[src/rtl/droid_pkg.sv]
// Shared definitions for the battle-droid command processor.
//   - opcode encodings accepted on the command interface
//   - FSM state encoding (also the value driven on the 'state' output)
//   - battery selection codes and the rank reset value
//   - op_defined(): 1 for any opcode that has a defined meaning
package droid_pkg;

  localparam logic [3:0] OP_NOOP     = 4'b0000;
  localparam logic [3:0] OP_STANDBY  = 4'b0100;
  localparam logic [3:0] OP_ATTACK   = 4'b0101;
  localparam logic [3:0] OP_GOTO     = 4'b0110;
  localparam logic [3:0] OP_TARGET   = 4'b0111;
  localparam logic [3:0] OP_RANK     = 4'b1000;
  localparam logic [3:0] OP_BATTERY  = 4'b1001;
  localparam logic [3:0] OP_ATLOC    = 4'b1010;
  localparam logic [3:0] OP_RESET    = 4'b1100;
  localparam logic [3:0] OP_SHUTDOWN = 4'b1101;

  typedef enum logic [1:0] {
    ST_SHUTDOWN = 2'b00,
    ST_STANDBY  = 2'b01,
    ST_GOTO     = 2'b10,
    ST_ATTACK   = 2'b11
  } droid_state_e;

  localparam logic [1:0] BATT_LONG   = 2'b01;
  localparam logic [1:0] BATT_IDLE   = 2'b10;
  localparam logic [1:0] BATT_COMBAT = 2'b11;

  localparam int RANK_RESET = 1;

  function automatic logic op_defined(input logic [3:0] op);
    logic ok;
    case (op)
      OP_NOOP, OP_STANDBY, OP_ATTACK, OP_GOTO, OP_TARGET,
      OP_RANK, OP_BATTERY, OP_ATLOC, OP_RESET, OP_SHUTDOWN: ok = 1'b1;
      default:                                              ok = 1'b0;
    endcase
    return ok;
  endfunction

endpackage

[src/rtl/droid_goto_timer.sv]
// GOTO phase supervisor: counts cycles spent in GOTO, compares the live GPS
// position with the destination, and raises one-cycle arrived/timeout pulses.
// Ports:
//   clk, rst_n   clock, asynchronous active-low reset
//   in_goto      controller is currently in the GOTO state
//   halt         emergency stop (suppresses pulses, clears the timer)
//   gps          live position
//   cur_loc      GOTO destination
//   end_goto     combinational: GOTO finishes at the coming clock edge
//   arrived      registered pulse: GOTO ended because gps==cur_loc
//   timeout      registered pulse: GOTO ended because the timer expired
module droid_goto_timer #(
  parameter int LOC_W    = 16,
  parameter int GOTO_TMO = 255,
  parameter int TMO_W    = 8
) (
  input  logic             clk,
  input  logic             rst_n,
  input  logic             in_goto,
  input  logic             halt,
  input  logic [LOC_W-1:0] gps,
  input  logic [LOC_W-1:0] cur_loc,
  output logic             end_goto,
  output logic             arrived,
  output logic             timeout
);

  localparam logic [TMO_W-1:0] TMO_LAST = TMO_W'(GOTO_TMO - 1);

  logic [TMO_W-1:0] timer;
  logic             active;
  logic             match;
  logic             expire;

  assign active   = in_goto & ~halt;
  assign match    = (gps == cur_loc);
  assign expire   = (timer == TMO_LAST);
  assign end_goto = active & (match | expire);

  // The timer is held at zero whenever the droid is not travelling, so every
  // GOTO starts counting from zero without a separate start strobe. Arrival
  // wins over expiry so the two pulses can never fire together.
  always_ff @(posedge clk or negedge rst_n) begin
    if (!rst_n) begin
      timer   <= '0;
      arrived <= 1'b0;
      timeout <= 1'b0;
    end else begin
      arrived <= active & match;
      timeout <= active & ~match & expire;
      if (active && !end_goto) timer <= timer + 1'b1;
      else                     timer <= '0;
    end
  end

endmodule

[src/rtl/droid_controller.sv]
// Registered command processor for one battle droid.
// Ports:
//   clk, rst_n         clock, asynchronous active-low reset
//   cmd_valid/ready    command handshake (see below)
//   opcode, data_in,   command opcode and operands
//   loc_in
//   gps                live GPS position
//   halt               emergency stop (level, highest priority)
//   state              current FSM state (00 SHUTDOWN 01 STANDBY 10 GOTO 11 ATTACK)
//   cur_loc            GOTO destination
//   target_loc         attack target
//   rank               saturating rank accumulator
//   batt               battery selection
//   at_loc             last ATLOC result
//   arrived, timeout   one-cycle GOTO completion pulses
//   bad_op             one-cycle pulse on an accepted undefined opcode
//   data_out           registered result of the last command that took effect
//
// Handshake: a command transfers on a rising edge where cmd_valid and
// cmd_ready are both 1; its effects are visible one cycle later. cmd_ready is
// low while travelling (GOTO) or while halt is asserted. The source may change
// or drop cmd_valid freely when cmd_ready is low; nothing is captured then.
module droid_controller
  import droid_pkg::*;
#(
  parameter int LOC_W    = 16,
  parameter int DATA_W   = 8,
  parameter int RANK_W   = 8,
  parameter int GOTO_TMO = 255,
  parameter int TMO_W    = 8
) (
  input  logic              clk,
  input  logic              rst_n,
  input  logic              cmd_valid,
  output logic              cmd_ready,
  input  logic [3:0]        opcode,
  input  logic [DATA_W-1:0] data_in,
  input  logic [LOC_W-1:0]  loc_in,
  input  logic [LOC_W-1:0]  gps,
  input  logic              halt,
  output logic [1:0]        state,
  output logic [LOC_W-1:0]  cur_loc,
  output logic [LOC_W-1:0]  target_loc,
  output logic [RANK_W-1:0] rank,
  output logic [1:0]        batt,
  output logic              at_loc,
  output logic              arrived,
  output logic              timeout,
  output logic              bad_op,
  output logic [DATA_W-1:0] data_out
);

  droid_state_e      state_q, state_d;
  logic [LOC_W-1:0]  cur_loc_d, target_loc_d;
  logic [RANK_W-1:0] rank_d, rank_sat;
  logic [RANK_W:0]   rank_sum;
  logic [1:0]        batt_d;
  logic              at_loc_d, at_cmp;
  logic              bad_op_d;
  logic [DATA_W-1:0] data_out_d;
  logic              accept;
  logic              ignored;
  logic              end_goto;

  assign cmd_ready = (state_q != ST_GOTO) & ~halt;
  assign accept    = cmd_valid & cmd_ready;
  assign state     = state_q;

  // While shut down the droid only listens for RESET and STANDBY; anything
  // else is consumed by the handshake but leaves every register untouched.
  assign ignored = (state_q == ST_SHUTDOWN) && (opcode != OP_RESET) && (opcode != OP_STANDBY);

  assign rank_sum = {1'b0, rank} + {1'b0, data_in[RANK_W-1:0]};
  assign rank_sat = rank_sum[RANK_W] ? {RANK_W{1'b1}} : rank_sum[RANK_W-1:0];

  // A zero location operand means "am I at my GOTO destination?".
  assign at_cmp = (loc_in == '0) ? (cur_loc == gps) : (loc_in == gps);

  droid_goto_timer #(
    .LOC_W    (LOC_W),
    .GOTO_TMO (GOTO_TMO),
    .TMO_W    (TMO_W)
  ) u_goto_timer (
    .clk      (clk),
    .rst_n    (rst_n),
    .in_goto  (state_q == ST_GOTO),
    .halt     (halt),
    .gps      (gps),
    .cur_loc  (cur_loc),
    .end_goto (end_goto),
    .arrived  (arrived),
    .timeout  (timeout)
  );

  always_comb begin
    state_d      = state_q;
    cur_loc_d    = cur_loc;
    target_loc_d = target_loc;
    rank_d       = rank;
    batt_d       = batt;
    at_loc_d     = at_loc;
    bad_op_d     = 1'b0;
    data_out_d   = data_out;

    if (halt) begin
      state_d = ST_SHUTDOWN;
      batt_d  = BATT_IDLE;
    end else if (state_q == ST_GOTO) begin
      if (end_goto) state_d = ST_STANDBY;
    end else if (accept) begin
      bad_op_d = ~op_defined(opcode);
      if (!ignored) begin
        data_out_d = DATA_W'(opcode);
        case (opcode)
          OP_STANDBY: begin
            state_d = ST_STANDBY;
            batt_d  = BATT_LONG;
          end
          OP_ATTACK: begin
            state_d = ST_ATTACK;
            batt_d  = BATT_COMBAT;
          end
          OP_GOTO: begin
            cur_loc_d = loc_in;
            state_d   = ST_GOTO;
            batt_d    = BATT_LONG;
          end
          OP_TARGET:  target_loc_d = loc_in;
          OP_RANK: begin
            rank_d     = rank_sat;
            data_out_d = DATA_W'(rank_sat);
          end
          OP_BATTERY: if (data_in[1:0] != 2'b00) batt_d = data_in[1:0];
          OP_ATLOC: begin
            at_loc_d   = at_cmp;
            data_out_d = DATA_W'(at_cmp);
          end
          OP_RESET: begin
            state_d      = ST_SHUTDOWN;
            cur_loc_d    = '0;
            target_loc_d = '0;
            rank_d       = RANK_W'(RANK_RESET);
            batt_d       = BATT_IDLE;
            at_loc_d     = 1'b0;
            data_out_d   = '0;
          end
          OP_SHUTDOWN: begin
            state_d = ST_SHUTDOWN;
            batt_d  = BATT_IDLE;
          end
          default: ;
        endcase
      end
    end
  end

  always_ff @(posedge clk or negedge rst_n) begin
    if (!rst_n) begin
      state_q    <= ST_SHUTDOWN;
      cur_loc    <= '0;
      target_loc <= '0;
      rank       <= RANK_W'(RANK_RESET);
      batt       <= BATT_IDLE;
      at_loc     <= 1'b0;
      bad_op     <= 1'b0;
      data_out   <= '0;
    end else begin
      state_q    <= state_d;
      cur_loc    <= cur_loc_d;
      target_loc <= target_loc_d;
      rank       <= rank_d;
      batt       <= batt_d;
      at_loc     <= at_loc_d;
      bad_op     <= bad_op_d;
      data_out   <= data_out_d;
    end
  end

endmodule
[config.mk]
export PLATFORM = sky130hd
export DESIGN_NAME = droid_controller
export DESIGN_NICKNAME = d
export VERILOG_FILES = /design/src/rtl/droid_pkg.sv /design/src/rtl/droid_goto_timer.sv /design/src/rtl/droid_controller.sv
export SDC_FILE = /design/constraint.sdc
export NUM_CORES = 1
export LEC_CHECK = 0
export ABC_CLOCK_PERIOD_IN_PS = 2500
export CORE_MARGIN = 2
export CORE_UTILIZATION = 30
export CTS_CLUSTER_DIAMETER = 200
export DETAILED_ROUTE_END_ITERATION = 8
export PLACE_DENSITY = 0.53
export SLEW_MARGIN = 5
export SYNTH_ARGS = -nofsm -noshare
export SYNTH_HDL_FRONTEND = slang
export SYNTH_HIERARCHICAL = 1
export SYNTH_SLANG_ARGS = --single-unit
export TNS_END_PERCENT = 50
[constraint.sdc]
create_clock -name clk -period 2.5 [get_ports clk]
set_input_delay 0.75 -clock clk [delete_from_list [all_inputs] [get_ports clk]]
set_output_delay 0.75 -clock clk [all_outputs]
set_load 0.005 [all_outputs]
# After elaboration in Yosys (flattened, before gate mapping)
# Memory sizes are Yosys's and may differ from the RTL's.
# Index checks and enable logic that the tools add are counted.
# W data, S select, Z words.
# word_totals
ff_bits	64
romBits	16
inputBits	48
output_inout_bits	57
word_cells	99
memories	1
# classes
n_addsub	2
n_eq_ne	22
n_mux	26
bitwise	13
reduce_logical	24
# mem_list
name	words	word_bits	read_ports	rd_clocked_by_memory_dff	wr	line_no	text
(no name shown)	16	1	1	0	0	droid_pkg.sv:34	case (op)
# op_table
op	count
$pmux W16 S2	2
$eq A16 B16 Y1	3
$reduce_and A5 Y1	5
$pmux W8 S3	1
$eq A4 B4 Y1 const B	5
$mux W2	10
$eq A4 B3 Y1 const B	4
$logic_not A16 Y1	1
$mux W8	2
$pmux W2 S4	2
$pmux W8 S2	1
$reduce_bool A2 Y1	6
$add A8 B8 Y9	1
$add A8 B1 Y8 const B	1
$eq A8 B8 Y1 const B	1
$reduce_and A4 Y1	2
$and A1 B1 Y1	7
$mux W1	7
$ne A2 B2 Y1 const B	3
$ne A3 B3 Y1 const B	2
$reduce_bool A6 Y1	1
$not A1 Y1	5
$reduce_bool A5 Y1	1
$ne A4 B3 Y1 const B	1
10 further kinds	13

# Logic depth before layout (Yosys ltp)
# Gate-level depths: netlist (run 1).
# depth
depth_word	10
ltp_mapped	10

# Hierarchy
# The synthesis (run 1) kept the hierarchy.
# by_module_without_submodules
mod	n_inst	cells_per_inst	area_each_um2	seq_area_each_um2
droid_controller	1	305	3144.3	1353.8
droid_goto_timer	1	64	639.4	250.2

# Worst setup path before layout (run 1)
# No wires, ideal clock.
# synth_path
path_kind	input-to-reg
startpoint	in data_in[0]
endpoint	reg rank[4]
setup_ns	0.118
t_arrival_ns	2.473
path_slack_ns	-0.091
stages	10
cell_sequence	ha_1 -> inv_1 -> fa_1 -> nor2b_1 -> o21a_1 -> o21a_1 -> o31a_1 -> o21a_1 -> o31a_1 -> a21o_1
# synth_between
elab_chain_cells	3
# synth_lines
element	line_no	text
start: declaration	droid_controller.sv:37	input logic [DATA_W-1:0] data_in,
$add A8 B8 Y9	droid_controller.sv:73	assign rank_sum = {1'b0, rank} + {1'b0, data_in[RANK_W-1:0]};
$mux W8	droid_controller.sv:74	assign rank_sat = rank_sum[RANK_W] ? {RANK_W{1'b1}} : rank_sum[RANK_W-1:0];
$pmux W8 S2	droid_controller.sv:114	case (opcode)
end signal: assignment	droid_controller.sv:162	rank <= RANK_W'(RANK_RESET);
end signal: assignment	droid_controller.sv:171	rank <= rank_d;
end: declaration	droid_controller.sv:44	output logic [RANK_W-1:0] rank,
# No other way between the ends.
# A chain may end at the register's enable or synchronous reset.

# Final worst setup path (run 1)
# layout_path
startpoint	in data_in[0]
endpoint	reg rank[0]
# Same word-level chain as after synthesis.

==> results of run 1 <==
[sequential cells by signal, summed over array words and instances (netlist names)]
signal / flops
cur_loc: 16
target_loc: 16
data_out: 8
rank: 8
u_goto_timer/timer: 8
batt: 2
state: 2
at_loc: 1
bad_op: 1
u_goto_timer/arrived: 1
u_goto_timer/timeout: 1
[routing by layer]
layer | up-vias | part of all wire [%] | wire [um] | GRT usage [%]
li1 | 1699 | - | - | -
met1 | 1706 | 46 | 5355 | 24.04
met2 | 56 | 50 | 5711 | 29.46
met3 | 9 | 2.5 | 287 | 3.269
met4 | 0 | 1.5 | 174 | 5.397
met5 | - | 0 | 0 | 0
[cell type report]
cell class / count / area, sq um / share of cell area, %
timing repair buffer: 180 / 1639 / 26.92
clock buffer: 12 / 246.5 / 4.048
clock inverter: 4 / 77.57 / 1.274
inverter: 18 / 70.07 / 1.151
sequential: 64 / 1604 / 26.35
tap: 172 / 215.2 / 3.535
multi-input combinational: 275 / 2236 / 36.72
[synthesized netlist by cell type, types with 6 or more instances]
cell type / number
dfrtp_1: 62
a21oi_1: 23
xor2_1: 23
mux2_2: 22
nor2_1: 19
inv_1: 18
nor2b_1: 17
nor3_1: 16
nand2_1: 15
o21ai_0: 14
xnor2_1: 14
nor4_1: 13
ha_1: 10
mux2_4: 10
a21o_1: 8
clkbuf_1: 7
nand4_1: 7
a31oi_1: 6
[cell usage in the layout (no fill, tap or decap), drive strengths merged, types with 3 or more instances in the layout]
master | netlist | final
nor4 | 14 | 14
o31ai | 4 | 4
o22ai | 3 | 3
clkdlybuf4s50 | 0 | 80
buf | 5 | 81
a211o | 3 | 3
nor2b | 17 | 17
nand2 | 16 | 16
nand4 | 7 | 7
o21ai | 16 | 16
nor2 | 21 | 21
xor2 | 23 | 23
xnor2 | 14 | 14
nor3 | 17 | 17
ha | 10 | 10
clkdlybuf4s15 | 0 | 4
nand2b | 4 | 4
nor3b | 3 | 3
clkbuf | 7 | 17
a21o | 8 | 8
mux2 | 32 | 32
dfrtp | 62 | 62
a31oi | 6 | 6
and3 | 3 | 3
dlygate4sd2 | 0 | 8
a21oi | 23 | 23
inv | 18 | 18
nand3 | 4 | 4
o21a | 4 | 4
[report_power, final]
group | total (mW) | switching [mW] | internal, mW
clock network | 1.37 | 0.466 | 0.905
registers | 1.19 | 0.0774 | 1.12
logic | 0.698 | 0.280 | 0.418
total | 3.26 | 0.823 | 2.44
[cells by family after synthesis]
family,share of synthesized area (%)
simple gates,17.46
compound gates,12.93
flops,42.39
xor+xnor,8.565
mux,11.04
buf+inv,3.770
fa+ha+maj,3.836
[path summary, 6_finish.rpt]
check | end
min | batt[0]
max | rank[0]
max reg2reg | rank[0]
min in group clk | data_out[5]
min reg2reg | data_out[5]
max in group asynchronous | u_goto_timer/timer[7]
[metrics by stage]
stage                       TNS, ns  instances  total power [mW]
after CTS                         0        722             3.274
after global routing        -0.2244        725             3.412
after floorplan             -0.4855        369             1.444
after global placement       -17.50        705             1.876
final                     -0.004343        725             3.261
after detailed placement     -19.20        705             1.881
[critical path, cell delays in order]
cell and delay, ns:
buf_8 0.10, ha_4 0.16, inv_4 0.05, fa_2 0.19, nor2b_1 0.04, o21a_1 0.19, o21a_1 0.20, o31a_1 0.32
o21a_2 0.26, buf_4 0.14, nor4_1 0.26, a21oi_1 0.07
[what timing repair did]
item	4_1_cts	5_1_grt
resized for setup	53	42
pin swaps	19	21
endpoints found under the setup margin	20	18
setup buffers	1	3
gates cloned	0	0
==> metrics.csv, run 1 <==
stage;metric;value;unit
logic_synthesis;Syn Inst Count;369;
clock_tree;CTS buffer count;9;
logic_synthesis;Post-Syn Area;3784;sq um
grt;initial antenna violation count;0;
routing;wire per inst;15.90;um
sta;Max Slew Vio Count;0;
setup_path;Reg2Reg Depth;11;
sta;fmax;0.3993;GHz
final_layout;Inserted Diodes;0;
sta;final worst-path cycle share;100.2;%
floorplan;Die Ht;116.3;um
setup_path;flop-to-flop setup slack;0.13;ns
routing;DR pass1 iterations;4;
worst_hold_path;HP Class;input pin to async pin;
floorplan;Initial Util;30.35;%
sta;Rel. slew slack;69.64;%
floorplan;io pins;105;
sta;Setup Viol. Count Final;1;
grt;total track usage;17.89;%
logic_synthesis;cell accounting for the most synthesized area;dfrtp_1;
routing;Initial DRC Count;187;
clock_tree;CTS max path bufs;2;
clock_tree;htree depth;3;
logic_synthesis;post-synth top area share;41.01;%
logic_synthesis;register area share after synthesis;42.39;%
clock_tree;hold_buf cts;0;
final_layout;Final Cell Area;6088;sq um
sta;Final Hold Vio Count;0;
logic_synthesis;top_reg_cell synth;dfrtp_1;
logic_synthesis;Yosys reg bits;64;
placement;Placed Area;5578;sq um
routing;drt via density;4.786;
logic_synthesis;Post-synth EDFFs;0;
sta;unrepaired setup endpoints after global routing;yes;
grt;grt ovf;0;
routing;Routed WL;11530;um
routing;Residual DRC;0;
clock_tree;CTS root buffer;clkbuf_16;
logic_synthesis;Mapped Nets;428;
clock_tree;# clock sinks;64;
placement;I/O Buffers;104;
logic_synthesis;Synth area leaders;dfrtp_1 (41%), mux2_2 (6.5%), xor2_1 (5.3%);
run_status;outcome;complete, but fails checks;
final_layout;Fillers;1184;
sta;clk_skew;0.007779;ns
run_status;failing checks;negative setup slack;
setup_path;Critical path origin;data_in[0];
sta;setup slack after layout;-0.004343;ns
placement;pre-CTS WS;-0.7594;ns
setup_path;critical path peak fanout;4;
floorplan;die area;13530;sq um
sta;Hold Slack;0.3702;ns
routing;ANT nets after route;0;
sta;Worst-Margin Slew;0.4553;ns
pwr;leakage power;2.794;nW
setup_path;Worst Path Required;2.74;ns
floorplan;Site Rows;41;
sta;min cycle time layout;2.504;ns
final_layout;share of cells above drive strength 1;32.01;%
pwr;PwrDens;535.7;nW/um^2
final_layout;nets@finish;607;
setup_path;Worst Path Arrival;2.74;ns
final_layout;Area Growth Syn to Fin;60.91;%
logic_synthesis;Netlist cell types;56;
grt;first-pass GRT wire length;18760;um
setup_path;Setup CP Type;input pin to register;
placement;GP Congestion;0.8960;
grt;pin count of the biggest net entering global routing;26;
clock_tree;worst-skew pair later-pin latency;0.33;ns
grt;vias in the first global route;3644;
clock_tree;CTS tree;done;
job;Max Cap Viol;0;
pwr;Worst VDD drop;0.0002980;V
logic_synthesis;asr flop ratio synth;100.0;%
logic_synthesis;warnings from Yosys;6;
setup_path;Setup crit end kind;register;
logic_synthesis;Syn Area/Cell;10.25;sq um
floorplan;Die W;116.3;um
final_layout;Layout Utilization;48.84;%
clock_tree;Reg clk slew, reported paths;0.06;ns
setup_path;Reg-to-Reg Start;rank[0];
placement;DP HPWL;8765;um
floorplan;CORE AREA;12470;sq um
setup_path;startpoint types;input pin;
routing;Vias;3470;
Power figures use the tool's default switching activity.
==> run 2, diff against run 1 <==
CAP_MARGIN = 10   (was default)
PLACE_DENSITY = 0.54   (was 0.53)
SYNTH_HIERARCHICAL = default   (was 1)
==> run 2 against run 1 <==
The flow now finishes without violations. Flip-flop and latch count unchanged. Sequential power increased by 3%. Core utilization increased by 2.0 points. Die area down 2.8%. Area after synthesis shrank 2.9%. Clock skew decreased by 0.0016 ns. Global-route usage fell by 0.37 points. Count of clock-buffer cells in the layout stayed put. Via count hardly changed. Synthesized cell count shrank 0.54%. Cell count decreased by 1.1%. Highest routed layer unchanged.
==> metrics.csv, run 2 <==
stage;metric;value;unit;change
run_status;outcome;complete, no violations;;
routing;wire per inst;15.79;um;-0.73%
clock_tree;hold_buf cts;0;;unchanged
grt;global routing's busiest layer;met2;;
grt;initial antenna violation count;0;;unchanged
placement;GP Congestion;0.7629;;-15%
clock_tree;# clock sinks;64;;unchanged
clock_tree;CTS buffer count;9;;unchanged
logic_synthesis;Post-Syn Area;3674;sq um;-2.9%
grt;grt ovf;0;;unchanged
routing;Vias;3472;;+0.058%
sta;clk_skew;0.006151;ns;-0.001628 ns
routing;Routed WL;11320;um;-1.8%
final_layout;nets@finish;624;;+2.8%
clock_tree;Reg clk slew, reported paths;0.06;ns;about the same
sta;Final Hold Vio Count;0;;unchanged
final_layout;commonest non-fill, non-tap cells in the layout;buf_4 (84), clkdlybuf4s50_1 (77), dfrtp_1 (61);;
setup_path;Worst Path Arrival;2.68;ns;-0.06 ns
pwr;switching power;0.8554;mW;+3.9%
placement;I/O Buffers;104;;unchanged
sta;fmax;0.4082;GHz;+2.2%
logic_synthesis;Syn Inst Count;367;;-0.54%
final_layout;Final Cell Area;6081;sq um;-0.12%
clock_tree;htree depth;3;;unchanged
floorplan;Initial Util;30.71;%;+0.36 points
setup_path;startpoint types;input pin;;
routing;DR pass1 iterations;4;;unchanged
placement;Placed Area;5410;sq um;-3.0%
pwr;sequential share of power;37.6;%;+1.0 points
logic_synthesis;warnings from Yosys;0;;-6
final_layout;share of cells above drive strength 1;32.11;%;+0.098 points
pwr;Tot Pwr;3.284;mW;+0.69%
routing;Initial DRC Count;109;;-42%
final_layout;Largest regs;cur_loc: 16 flops, target_loc: 16 flops;;
logic_synthesis;cell accounting for the most synthesized area;dfrtp_1;;
routing;ANT nets after route;0;;unchanged
logic_synthesis;Mapped Nets;426;;-0.47%
sta;Setup Viol. Count Final;0;;-1
grt;vias in the first global route;3517;;-3.5%
logic_synthesis;Syn Area/Cell;10.01;sq um;-2.4%
setup_path;critical path peak fanout;7;;+3
logic_synthesis;register area share after synthesis;43.66;%;+1.3 points
logic_synthesis;post-synth top area share;42.23;%;+1.2 points
grt;pin count of the biggest net entering global routing;33;;+27%
floorplan;Die Ht;114.7;um;-1.4%
grt;GR Layer Usage met1;22.85;%;-1.2 points
grt;total track usage;17.52;%;-0.37 points
pwr;Internal Pwr Total;2.428;mW;-0.40%
pwr;PwrDens;540.0;nW/um^2;+0.81%
pwr;Logic pwr share;25.1;%;+3.7 points
setup_path;Setup CP Type;input pin to register;;
logic_synthesis;Netlist cell types;49;;-13%
sta;Max Slew Vio Count;0;;unchanged
job;Max Cap Viol;0;;unchanged
sta;Rel. slew slack;47.02;%;-23 points
logic_synthesis;Yosys reg bits;64;;unchanged
setup_path;Setup crit end kind;register;;
floorplan;Die W;114.7;um;-1.4%
logic_synthesis;Post-synth EDFFs;0;;unchanged
clock_tree;worst-skew pair later-pin latency;0.33;ns;about the same
sta;final worst-path cycle share;97.98;%;-2.2 points
final_layout;Inserted Diodes;0;;unchanged
clock_tree;CTS tree;done;;
sta;Worst-Margin Slew;0.7948;ns;+0.3394 ns
worst_hold_path;HP Class;register to register;;
logic_synthesis;top_reg_cell synth;dfrtp_1;;
pwr;Sw Share;26.05;%;+0.81 points
grt;first-pass GRT wire length;17990;um;-4.1%
logic_synthesis;Synth area leaders;dfrtp_1 (42%), mux2_2 (7.1%), xor2_1 (6.2%);;
clock_tree;CTS root buffer;clkbuf_16;;
logic_synthesis;top post-synthesis cells by count;dfrtp_1 (62), nand2_1 (29), nor2_1 (26), xor2_1 (26), a21oi_1 (25);;
pwr;leakage power;2.788;nW;-0.20%
floorplan;io pins;105;;unchanged
final_layout;Area Growth Syn to Fin;65.53;%;
pwr;Worst VDD drop;0.0002805;V;-5.9%
routing;drt via density;4.842;;+1.2%
final_layout;most common cell after layout, fill and taps aside;buf_4;;
pwr;Clk pwr share;37.3;%;-4.7 points
grt;met2 Usage GRT;29.31;%;-0.15 points
clock_tree;CTS max path bufs;2;;unchanged
logic_synthesis;asr flop ratio synth;100.0;%;unchanged
floorplan;die area;13150;sq um;-2.8%
floorplan;Site Rows;40;;-2.4%
logic_synthesis;most common cell in the netlist;dfrtp_1;;
sta;min cycle time layout;2.450;ns;-0.05482 ns
setup_path;Worst Path Required;2.73;ns;about the same
placement;DP HPWL;8157;um;-6.9%
grt;met3 GRT Util;2.912;%;-0.36 points
routing;Residual DRC;0;;unchanged
floorplan;CORE AREA;11960;sq um;-4.0%
-- run 2: kinds of logic (layout without fill, tap and decap cells) --
kind of cell               Yosys count  count (layout)  synth area share (%)
buffers and inverters               25             227                 3.134
AOI/OAI and AO/OA                   70              70                 12.43
muxes                               33              33                 10.08
DFF                                 64              64                 43.66
adders and majority gates           11              11                 3.951
xor gates and xnor gates            39              39                 9.298
and+or+nand+nor                    125             126                 17.44
-- run 2: timing repair --
action,4_1_cts,5_1_grt
gates resized for setup,70,40
pin swaps,20,19
gates cloned,3,0
buffers inserted,17,5
endpoints found under the setup margin,50,36
-- run 2: power by group through the flow --
stage	clock network, mW	registers (mW)	logic, mW
floorplan	0	1.24	0.273
global placement	0	1.25	0.749
detailed placement	0	1.25	0.757
CTS	1.25	1.23	0.805
global route	1.30	1.25	0.899
finish	1.23	1.23	0.824
-- run 2: area by class of cell --
type,instances,area (sq um)
Tap cell,147,183.9
Clock buffer,12,246.5
Multi-Input combinational cell,279,2168
Clock inverter,4,45.04
Sequential cell,64,1605
Timing Repair Buffer,198,1783
Inverter,13,48.80
Fill cell,1121,5881
-- run 2: final timing paths --
kind                             startpoint             to  slack [ns]  depth (start not counted)
min in group asynchronous             rst_n  target_loc[1]        0.51                          1
worst max register to register      rank[0]    data_out[2]        0.17                         11
worst min-delay path            data_out[5]    data_out[5]        0.49                          2
worst max-delay path              loc_in[7]         at_loc        0.05                          9
max in group asynchronous             rst_n  target_loc[8]        1.35                          2
worst min register to register  data_out[5]    data_out[5]        0.49                          2
-- run 2: routing by layer --
metal	up-vias	wire length (um)
li1	1701	-
met1	1691	5113
met2	67	5651
met4	0	165
met3	13	388
met5	-	0
-- run 2: metrics by stage --
stage                     setup TNS [ns]  hold slack [ns]  utilization (%)  worst slack [ns]  cells
after CTS                       -0.01771           0.4995            50.04          -0.01771    712
after floorplan                 -0.04383           0.4544                -         -0.004275    367
final                                  0           0.4931            50.84           0.05048    717
after detailed placement          -26.48           0.4730            45.23           -0.8532    677
after global routing             -0.1410           0.5185            50.84          -0.07714    717
after global placement            -26.08           0.4632            45.23           -0.7937    677
-- run 2: critical path, cell delays in order --
cell           delay, ns
dlygate4sd2_1       0.27
nor4_4              0.06
and4_4              0.21
buf_4               0.14
a211o_1             0.28
a222oi_1            0.37
o211a_1             0.27
nand3_2             0.10
o31ai_2             0.23
==> run 3, diff against run 2 <==
ABC_CLOCK_PERIOD_IN_PS = 2550   (was 2500)
clock period = 2.55 ns   (was 2.5 ns; I/O delays follow)
==> run 3 against run 2 <==
Core utilization fell by 1.3 points. Global-route usage rose by 0.46 points. Total power fell by 2.6%. Sequential power barely moved. Cell count fell by 2.2%. Non-clock buffer count fell by 15. Count of clock-buffer cells in the layout fell by 3. Clock power barely moved. Worst hold slack got worse by 0.042 ns. Flip-flop and latch count did not move. Routed wire length rose by 0.27%. Via count fell by 1.4%.
==> metrics.csv, run 3 (synthesized netlist as in run 2, its figures left out) <==
stage;metric;value;unit;change
run_status;outcome;complete, no violations;;
floorplan;die area;13150;sq um;unchanged
grt;vias in the first global route;3645;;+3.6%
worst_hold_path;HP Class;input pin to async pin;;
routing;Initial DRC Count;157;;+44%
final_layout;nets@finish;609;;-2.4%
setup_path;startpoint types;input pin;;
final_layout;Largest regs;cur_loc: 16 flops, target_loc: 16 flops;;
grt;grt ovf;0;;unchanged
routing;ANT nets after route;0;;unchanged
grt;first-pass GRT wire length;18330;um;+1.9%
final_layout;commonest non-fill, non-tap cells in the layout;clkdlybuf4s50_1 (78), buf_4 (71), dfrtp_1 (62);;
clock_tree;CTS tree;done;;
floorplan;io pins;105;;unchanged
placement;Placed Area;5388;sq um;-0.42%
routing;wire per inst;16.19;um;+2.6%
routing;Vias;3422;;-1.4%
sta;Final Hold Vio Count;0;;unchanged
clock_tree;Reg clk slew, reported paths;0.06;ns;about the same
final_layout;most common cell after layout, fill and taps aside;clkdlybuf4s50_1;;
setup_path;CP max stage cell;or3b_4;;
sta;Max Slew Vio Count;0;;unchanged
setup_path;CP Cell Sequence;dlygate4sd2_1 > nor2_4 > a31oi_2 > or3b_4 > a2111oi_4 > buf_12 > mux2_2;;
sta;Rel. slew slack;56.99;%;+10 points
pwr;PwrDens;539.3;nW/um^2;-0.13%
floorplan;Die Ht;114.7;um;unchanged
setup_path;Setup crit end kind;register;;
placement;DP HPWL;8364;um;+2.5%
final_layout;post-route insts no fill;701;;-2.2%
final_layout;multi-input combinational cell area;2155;sq um;-0.63%
floorplan;CORE AREA;11960;sq um;unchanged
setup_path;Worst Path Arrival;2.70;ns;+0.02 ns
floorplan;Initial Util;30.71;%;unchanged
pwr;leakage power;2.710;nW;-2.8%
sta;min cycle time layout;2.481;ns;
clock_tree;CTS root buffer;clkbuf_16;;
clock_tree;CTS buffer count;9;;unchanged
routing;drt via density;4.882;;+0.81%
sta;final worst-path cycle share;97.28;%;
sta;clk_skew;0.005623;ns;-0.0005281 ns
placement;dpl cells;674;;-0.44%
routing;Routed WL;11350;um;+0.27%
final_layout;share of cells above drive strength 1;29.60;%;-2.5 points
setup_path;Worst Path Required;2.77;ns;+0.04 ns
floorplan;Site Rows;40;;unchanged
clock_tree;# clock sinks;64;;unchanged
placement;I/O Buffers;104;;unchanged
final_layout;Final Cell Area;5931;sq um;-2.5%
sta;Setup Viol. Count Final;0;;unchanged
placement;pre-CTS WS;-0.8730;ns;-0.01976 ns
grt;pin count of the biggest net entering global routing;30;;-9.1%
setup_path;Reg2Reg Depth;11;;unchanged
setup_path;CP max stage delay;0.46;ns;+0.09 ns
setup_path;Reg-to-Reg Start;rank[0];;
final_layout;Fillers;1123;;+0.18%
job;Max Cap Viol;0;;unchanged
pwr;Worst VDD drop;0.0002980;V;+6.2%
grt;initial antenna violation count;0;;unchanged
final_layout;Inserted Diodes;0;;unchanged
sta;Worst-Margin Slew;0.6451;ns;-0.1496 ns
clock_tree;CTS max path bufs;2;;unchanged
sta;fmax;0.4031;GHz;
grt;total track usage;17.98;%;+0.46 points
setup_path;Setup CP Type;input pin to register;;
floorplan;Die W;114.7;um;unchanged
clock_tree;hold_buf cts;0;;unchanged
final_layout;Area Growth Syn to Fin;61.44;%;
final_layout;FF+latch area;1604;sq um;about the same
setup_path;reg2reg end;data_out[2];;
setup_path;flop-to-flop setup slack;0.17;ns;about the same
routing;DR pass1 iterations;6;;+2
sta;setup slack after layout;0.06924;ns;+0.01876 ns
sta;Hold Slack;0.4513;ns;-0.04181 ns
setup_path;critical path peak fanout;16;;+9
placement;GP Congestion;0.8073;;+5.8%
clock_tree;htree depth;3;;unchanged
clock_tree;worst-skew pair later-pin latency;0.34;ns;about the same
routing;Residual DRC;0;;unchanged
==> run 3: area by class of cell <==
cell class / instances / share of cell area [%]
clock inverter: 6 / 1.034
timing repair buffer: 183 / 27.87
multi-input combinational: 279 / 36.33
tap: 147 / 3.101
sequential: 64 / 27.05
clock buffer: 9 / 3.797
inverter: 13 / 0.8228
==> run 3: how the worst max path moves through the flow <==
stage	startpoint	to	slack (ns)	depth (start not counted)
3_5_place_dp	loc_in[11]	at_loc	-0.87	10
4_1_cts	data_in[2]	data_out[6]	0.001	10
3_3_place_gp	loc_in[11]	at_loc	-0.84	10
2_1_floorplan	opcode[0]	cur_loc[12]	-0.01	6
6_report	opcode[0]	cur_loc[12]	0.07	7
5_1_grt	data_in[3]	rank[2]	-0.002	9
==> run 3: what timing repair did <==
item / 4_1_cts / 5_1_grt
gates cloned: 2 / 0
setup buffers: 8 / 4
resized for setup: 63 / 36
pin swaps: 25 / 19
setup endpoints to repair: 50 / 26
==> run 3: layer usage <==
| metal | vias up | GRT usage (%) | share of wire, % | routed length [um] |
|---|---|---|---|---|
| met5 | - | 0 | 0 | 0 |
| met4 | 0 | 7.886 | 2.5 | 284 |
| met3 | 19 | 3.759 | 3.7 | 422 |
| met2 | 68 | 30.02 | 49 | 5604 |
| met1 | 1663 | 22.42 | 44 | 5037 |
| li1 | 1672 | - | - | - |
==> run 3: power by group <==
group          leakage (nW)  internal (mW)  switching, mW
clock                 0.141          0.746          0.462
combinational          1.71          0.463          0.323
sequential            0.863           1.12         0.0870
total                  2.71           2.33          0.871
==> run 3: worst max-delay path, delay by kind of cell <==
family / cells / cell delay, ns
mux: 1 / 0.34
simple gates: 2 / 0.61
compound gates: 2 / 0.50
buf+inv: 2 / 0.48
==> run 3: per-stage QoR <==
| step | power [mW] | setup TNS, ns | util (%) |
|---|---|---|---|
| 2_1_floorplan | 1.479 | -0.05372 | - |
| 3_3_place_gp | 1.951 | -25.42 | 45.04 |
| 3_5_place_dp | 1.964 | -26.84 | 45.04 |
| 4_1_cts | 3.221 | 0 | 49.05 |
| 5_1_grt | 3.362 | -0.003435 | 49.58 |
| 6_report | 3.199 | 0 | 49.58 |
